## src/rtl/stream_router.sv

```systemverilog
// Routes one valid/ready input stream to N_OUT output streams by per-beat destination,
// with a small FIFO per output; out-of-range destinations are dropped and counted.
module stream_router #(
   parameter int N_OUT = 4,
   parameter int WIDTH = 8,
   parameter int DEPTH = 2,
   parameter int DW    = 2
) (
   input  logic                     clk,
   input  logic                     reset,
   input  logic                     io_in_valid,
   output logic                     io_in_ready,
   input  logic [WIDTH-1:0]         io_in_bits,
   input  logic [DW-1:0]            io_in_dest,
   output logic                     io_out_0_valid,
   input  logic                     io_out_0_ready,
   output logic [WIDTH-1:0]         io_out_0_bits,
   output logic [$clog2(DEPTH):0]   io_out_0_count,
   output logic                     io_out_1_valid,
   input  logic                     io_out_1_ready,
   output logic [WIDTH-1:0]         io_out_1_bits,
   output logic [$clog2(DEPTH):0]   io_out_1_count,
   output logic                     io_out_2_valid,
   input  logic                     io_out_2_ready,
   output logic [WIDTH-1:0]         io_out_2_bits,
   output logic [$clog2(DEPTH):0]   io_out_2_count,
   output logic                     io_out_3_valid,
   input  logic                     io_out_3_ready,
   output logic [WIDTH-1:0]         io_out_3_bits,
   output logic [$clog2(DEPTH):0]   io_out_3_count,
   output logic                     io_out_4_valid,
   input  logic                     io_out_4_ready,
   output logic [WIDTH-1:0]         io_out_4_bits,
   output logic [$clog2(DEPTH):0]   io_out_4_count,
   output logic                     io_out_5_valid,
   input  logic                     io_out_5_ready,
   output logic [WIDTH-1:0]         io_out_5_bits,
   output logic [$clog2(DEPTH):0]   io_out_5_count,
   output logic                     io_out_6_valid,
   input  logic                     io_out_6_ready,
   output logic [WIDTH-1:0]         io_out_6_bits,
   output logic [$clog2(DEPTH):0]   io_out_6_count,
   output logic                     io_out_7_valid,
   input  logic                     io_out_7_ready,
   output logic [WIDTH-1:0]         io_out_7_bits,
   output logic [$clog2(DEPTH):0]   io_out_7_count,
   output logic [7:0]               io_dropped
);
   localparam int CW = $clog2(DEPTH) + 1;
   localparam int PW = (DEPTH > 1) ? $clog2(DEPTH) : 1;

   logic [7:0]       out_ready, out_valid, full, dest_hit;
   logic [WIDTH-1:0] out_bits  [8];
   logic [CW-1:0]    out_count [8];
   logic             dest_oob, in_fire;
   logic [7:0]       drop_q, drop_d;

   function automatic logic [PW-1:0] ptr_inc(input logic [PW-1:0] p);
      return (DEPTH == 1) ? '0 : p + 1'b1;
   endfunction

   assign out_ready = {io_out_7_ready, io_out_6_ready, io_out_5_ready, io_out_4_ready,
                       io_out_3_ready, io_out_2_ready, io_out_1_ready, io_out_0_ready};

   assign dest_oob    = (int'(io_in_dest) >= N_OUT);
   // Ready looks only at the selected FIFO's fullness, never at output readies.
   assign io_in_ready = reset && (dest_oob || ((full & dest_hit) == '0));
   assign in_fire     = io_in_valid && io_in_ready;

   for (genvar i = 0; i < 8; i++) begin : g_lane
      assign dest_hit[i] = (int'(io_in_dest) == i);
      if (i < N_OUT) begin : g_fifo
         logic [WIDTH-1:0] mem_q [DEPTH];
         logic [PW-1:0]    head_q, head_d, tail_q, tail_d;
         logic [CW-1:0]    cnt_q, cnt_d;
         logic             enq, deq;

         assign enq           = in_fire && dest_hit[i];
         assign deq           = out_valid[i] && out_ready[i];
         assign full[i]       = (cnt_q == CW'(DEPTH));
         assign out_valid[i]  = reset && (cnt_q != '0);
         assign out_bits[i]   = out_valid[i] ? mem_q[head_q] : '0;
         assign out_count[i]  = cnt_q;

         always_comb begin
            head_d = deq ? ptr_inc(head_q) : head_q;
            tail_d = enq ? ptr_inc(tail_q) : tail_q;
            cnt_d  = cnt_q;
            if (enq && !deq)      cnt_d = cnt_q + 1'b1;
            else if (!enq && deq) cnt_d = cnt_q - 1'b1;
         end

         always_ff @(posedge clk) begin
            if (!reset) begin
               head_q <= '0;
               tail_q <= '0;
               cnt_q  <= '0;
            end else begin
               head_q <= head_d;
               tail_q <= tail_d;
               cnt_q  <= cnt_d;
            end
         end

         // Payload storage carries no reset; emptiness is tracked by cnt_q alone.
         always_ff @(posedge clk) begin
            if (enq) mem_q[tail_q] <= io_in_bits;
         end
      end else begin : g_none
         logic unused_rdy;
         assign unused_rdy    = out_ready[i];
         assign full[i]       = 1'b0;
         assign out_valid[i]  = 1'b0;
         assign out_bits[i]   = '0;
         assign out_count[i]  = '0;
      end
   end

   assign drop_d = (in_fire && dest_oob && drop_q != 8'hFF) ? drop_q + 8'd1 : drop_q;

   always_ff @(posedge clk) begin
      if (!reset) drop_q <= '0;
      else        drop_q <= drop_d;
   end
   assign io_dropped = drop_q;

   assign io_out_0_valid = out_valid[0]; assign io_out_0_bits = out_bits[0]; assign io_out_0_count = out_count[0];
   assign io_out_1_valid = out_valid[1]; assign io_out_1_bits = out_bits[1]; assign io_out_1_count = out_count[1];
   assign io_out_2_valid = out_valid[2]; assign io_out_2_bits = out_bits[2]; assign io_out_2_count = out_count[2];
   assign io_out_3_valid = out_valid[3]; assign io_out_3_bits = out_bits[3]; assign io_out_3_count = out_count[3];
   assign io_out_4_valid = out_valid[4]; assign io_out_4_bits = out_bits[4]; assign io_out_4_count = out_count[4];
   assign io_out_5_valid = out_valid[5]; assign io_out_5_bits = out_bits[5]; assign io_out_5_count = out_count[5];
   assign io_out_6_valid = out_valid[6]; assign io_out_6_bits = out_bits[6]; assign io_out_6_count = out_count[6];
   assign io_out_7_valid = out_valid[7]; assign io_out_7_bits = out_bits[7]; assign io_out_7_count = out_count[7];
endmodule

```

## config.mk

```make
export PLATFORM = sky130hd
export DESIGN_NAME = stream_router
export DESIGN_NICKNAME = d
export VERILOG_FILES = /design/src/rtl/stream_router.sv
export SDC_FILE = /design/constraint.sdc
export NUM_CORES = 1
export LEC_CHECK = 0
export ABC_AREA = 0
export ABC_CLOCK_PERIOD_IN_PS = 1500
export BUFFER_PORTS_ARGS = -buffer_cell sky130_fd_sc_hd__buf_2
export CORE_UTILIZATION = 45
export DETAILED_ROUTE_END_ITERATION = 6
export PLACE_DENSITY_LB_ADDON = 0.25
export SYNTH_ARGS = -nofsm -noshare
export SYNTH_HDL_FRONTEND = slang
export SYNTH_SLANG_ARGS = --single-unit
```

## constraint.sdc

```tcl
create_clock -name clk -period 1.5 [get_ports clk]
set_input_delay 0.15 -clock clk [delete_from_list [all_inputs] [get_ports clk]]
set_output_delay 0.15 -clock clk [all_outputs]
set_load 0.02 [all_outputs]
```

==> parameters.txt <==
Parameter                              Value

Status
  Run status    finished with violations
  Violated checks    setup timing

Floorplan
  Die height    94.8 um
  Chip Width    94.8 um
  Count of boundary I/O pins    118
  Starting Density    0.469
  Core Rows    33
  Total Die Area    between 8000 and 9000 um^2
  Placeable core area    8260 um^2

Timing
  Setup ws final    -0.105 ns
  Unrepaired setup endpoints after global routing    yes
  Final count of pins violating max slew    0
  Final-report setup violation count    27
  Final setup skew    0.00542 ns
  Hold Fails Final Rpt    0
  Final critical path time including I/O delays and setup    1.61 ns
  Final period utilization    1.07
  Setup TNS after final layout    -0.718 ns
  Worst hold slack across all endpoints    0.0940 ns
  Peak clock frequency supported by timing    slightly above 600 MHz

Clocking
  Clock slew at the register clock pins of the worst setup and hold paths    0.08 ns
  Number of sinks handled by clock tree synthesis    84
  Root cell of the clock tree    clkbuf_8
  Latest clock arrival within the worst-skew pair    0.35 ns
  Total CTS buffers    9
  Max Buffers Root-to-Sink    2
  CTS H-tree lvls    3
  Number of buffers inserted for hold repair after clock tree synthesis    0
  CTS tree    built

Power and ir drop
  Total power of the final layout    5.31 mW
  Maximum VDD drop    0.516 mV
  Power Density    between 900 and 1000 nW/um^2
  Static leakage    2.17 nW

Detailed routing
  Via-to-Cell Ratio    4.60
  Total routed wirelength    7200 um
  Antenna-violating nets left    0
  Violation count after the first detailed-routing iteration    79
  Overall via count from detail_route    2411
  DR WL/cell    13.7 um
  Pre-antenna DRT Iters    4
  Total DRC errors in the routed layout    0

Worst setup path
  Worst setup path class    flop to flop
  CP max stage delay    0.37 ns
  Kind of cell adding the most delay to the critical path    simple AND/OR/NAND/NOR gates
  Type of origin of the critical path    flop
  Kind of capture point of the worst setup path    flop
  Buf/Inv on CP    2
  Endpoint arrival time on the critical path    1.88 ns
  CP max stage cell    or3_4
  CP Max Fanout    3
  Critical path, cell by cell    buf_4 > o21ai_4 > inv_2 > nand2_4 > ha_4 > or3_4 > a21boi_2
  Required time of the worst setup path    1.77 ns

Cells and area
  Syn-to-layout area delta    37.7%
  Fraction of layout cells with a size suffix above 1    0.489
  Ant diodes    0
  Post-Route Utilization    0.646
  Final-layout fill cell count    ~600
  Layout net count    439

Synth
  Proportion of netlist area held by the largest area contributor    0.496
  Number of cells produced by synthesis    298
  Sequential-to-total area share from yosys stat    0.599
  Total standard cell area after synthesis    3880 um^2
  Total of flip-flops plus latches after synthesis    84
  Cell type with the highest aggregate area in the netlist    edfxtp_1
  Per-instance average area after synthesis    13.0 um^2
  Unique masters post-synth    39
  Number of warnings issued by yosys    0
  Cells taking the most area after synthesis    edfxtp_1 (50%), mux2i_1 (11%), dfxtp_1 (10%), buf_4 (10%), nor2_1 (3.4%)

GRT
  Global route total overflow    0
  Antenna violations before repair    0
  Pin count of the biggest net entering global routing    15
  GRT Resource Usage Total    0.163
  Vias in the first global route    2182
  Global-route wire length before repair    roughly 11000 um

Placed design
  Placed wire-length estimate after detailed placement    roughly 4800 um
  Port buffer count    61
  Gpl congestion    0.708

Worst hold path
  Class of the worst hold path    primary input to flop

Job
  Max-cap check violation count    0
## worst paths after layout
kind,slack [ns],end,cells after the start,start
setup / recovery,-0.11,io_out_3_count[1],7,io_out_3_count[0]
hold / removal,0.09,g_lane[2].g_fifo.mem_q[1][1],1,io_in_bits[1]
setup reg to reg,-0.11,io_out_3_count[1],7,io_out_3_count[0]
hold reg to reg,0.46,g_lane[2].g_fifo.head_q,1,g_lane[2].g_fifo.head_q
## Yosys cell counts, drive strengths merged
library cell / n
nand2b: 1
xor2: 4
o2111ai: 1
a31oi: 1
a21o: 1
inv: 9
nor3: 1
clkbuf: 1
dfxtp: 20
edfxtp: 64
nor2: 35
conb: 1
a32oi: 1
xnor2: 4
and3b: 2
ha: 4
buf: 58
nand2: 12
nor4: 1
o21bai: 1
and2b: 2
and3: 2
nand3: 1
and2: 9
mux2i: 42
nor3b: 1
o21ai: 9
nor2b: 2
a21boi: 4
or3: 4
## through the flow
| step | cell area (um^2) | setup WS, ns | std cells |
|---|---|---|---|
| after CTS | 5020 | -0.0845 | 520 |
| after detailed placement | 4580 | -0.0755 | 502 |
| final | 5340 | -0.105 | 524 |
| after floorplan | 4180 | -0.121 | 349 |
| after global routing | 5340 | -0.151 | 524 |
| after global placement | 4580 | -0.00580 | 502 |
## kinds of logic (layout without fill, tap and decap cells)
kind of cell | after synthesis | count (layout) | synth area share
buffers and inverters | 68 | 138 | 0.124
muxes | 42 | 42 | 0.108
AOI/OAI and AO/OA | 18 | 18 | 0.0352
and+or+nand+nor | 73 | 73 | 0.102
adders and majority gates | 4 | 4 | 0.0129
xor gates and xnor gates | 8 | 8 | 0.0181
DFF | 84 | 84 | 0.599
other | 1 | 52 | 0.000967
## worst reg2reg max path, delay by kind of cell (launching register included)
family | cells | cell delay, ns
and+or+nand+nor | 2 | 0.46
DFF | 1 | 0.36
AOI/OAI and AO/OA | 2 | 0.32
buffers and inverters | 2 | 0.20
adders and majority gates | 1 | 0.20
## cell usage in the layout, fill, tap and decap left out, types with 6 or more instances in the layout
master	instances
nor2_2	7
and2_1	8
nor2_1	15
buf_6	27
clkbuf_8	9
mux2i_2	7
dfxtp_4	9
mux2i_4	6
buf_2	41
nor2_4	13
edfxtp_1	64
dfxtp_1	11
nand2_1	8
mux2i_1	29
buf_4	38
buf_12	6
conb_1	52
## state kept, by name, summed over array words and instances (netlist names), named ones only
signal / count
g_lane.g_fifo.head_q: 4
g_lane.g_fifo.mem_q: 64
g_lane.g_fifo.tail_q: 4
io_out_0_count: 2
io_out_1_count: 2
io_out_2_count: 2
io_out_3_count: 2
## report_power, final
group / switching [mW] / total [mW] / internal, mW
Clock: 0.791 / 1.74 / 0.948
Sequential: 0.0592 / 2.62 / 2.56
Combinational: 0.545 / 0.952 / 0.406
## metal layers
metal | vias up | part of all wire | track usage
met5 | - | 0 | 0
met4 | 0 | 0.022 | 0.0821
met3 | 13 | 0.043 | 0.0378
met2 | 90 | 0.51 | 0.269
met1 | 1146 | 0.42 | 0.201
li1 | 1162 | - | -
## repair_timing
action | 4_1_cts | 5_1_grt
buffers inserted | 2 | 5
hold endpoints to repair | 0 | 0
pin swaps | 16 | 18
endpoints found under the setup margin | 30 | 44
gates resized for setup | 57 | 72
## layout make-up
| type | count | area [um^2] | share of cell area |
|---|---|---|---|
| multi-input combinational | 197 | 1670 | 0.312 |
| clock inverter | 5 | 85.1 | 0.0159 |
| tap | 105 | 131 | 0.0246 |
| inverter | 9 | 38.8 | 0.00727 |
| timing repair buffer | 113 | 930 | 0.174 |
| clock buffer | 11 | 131 | 0.0246 |
| sequential | 84 | 2360 | 0.441 |
(Power assumes the default switching activity.)
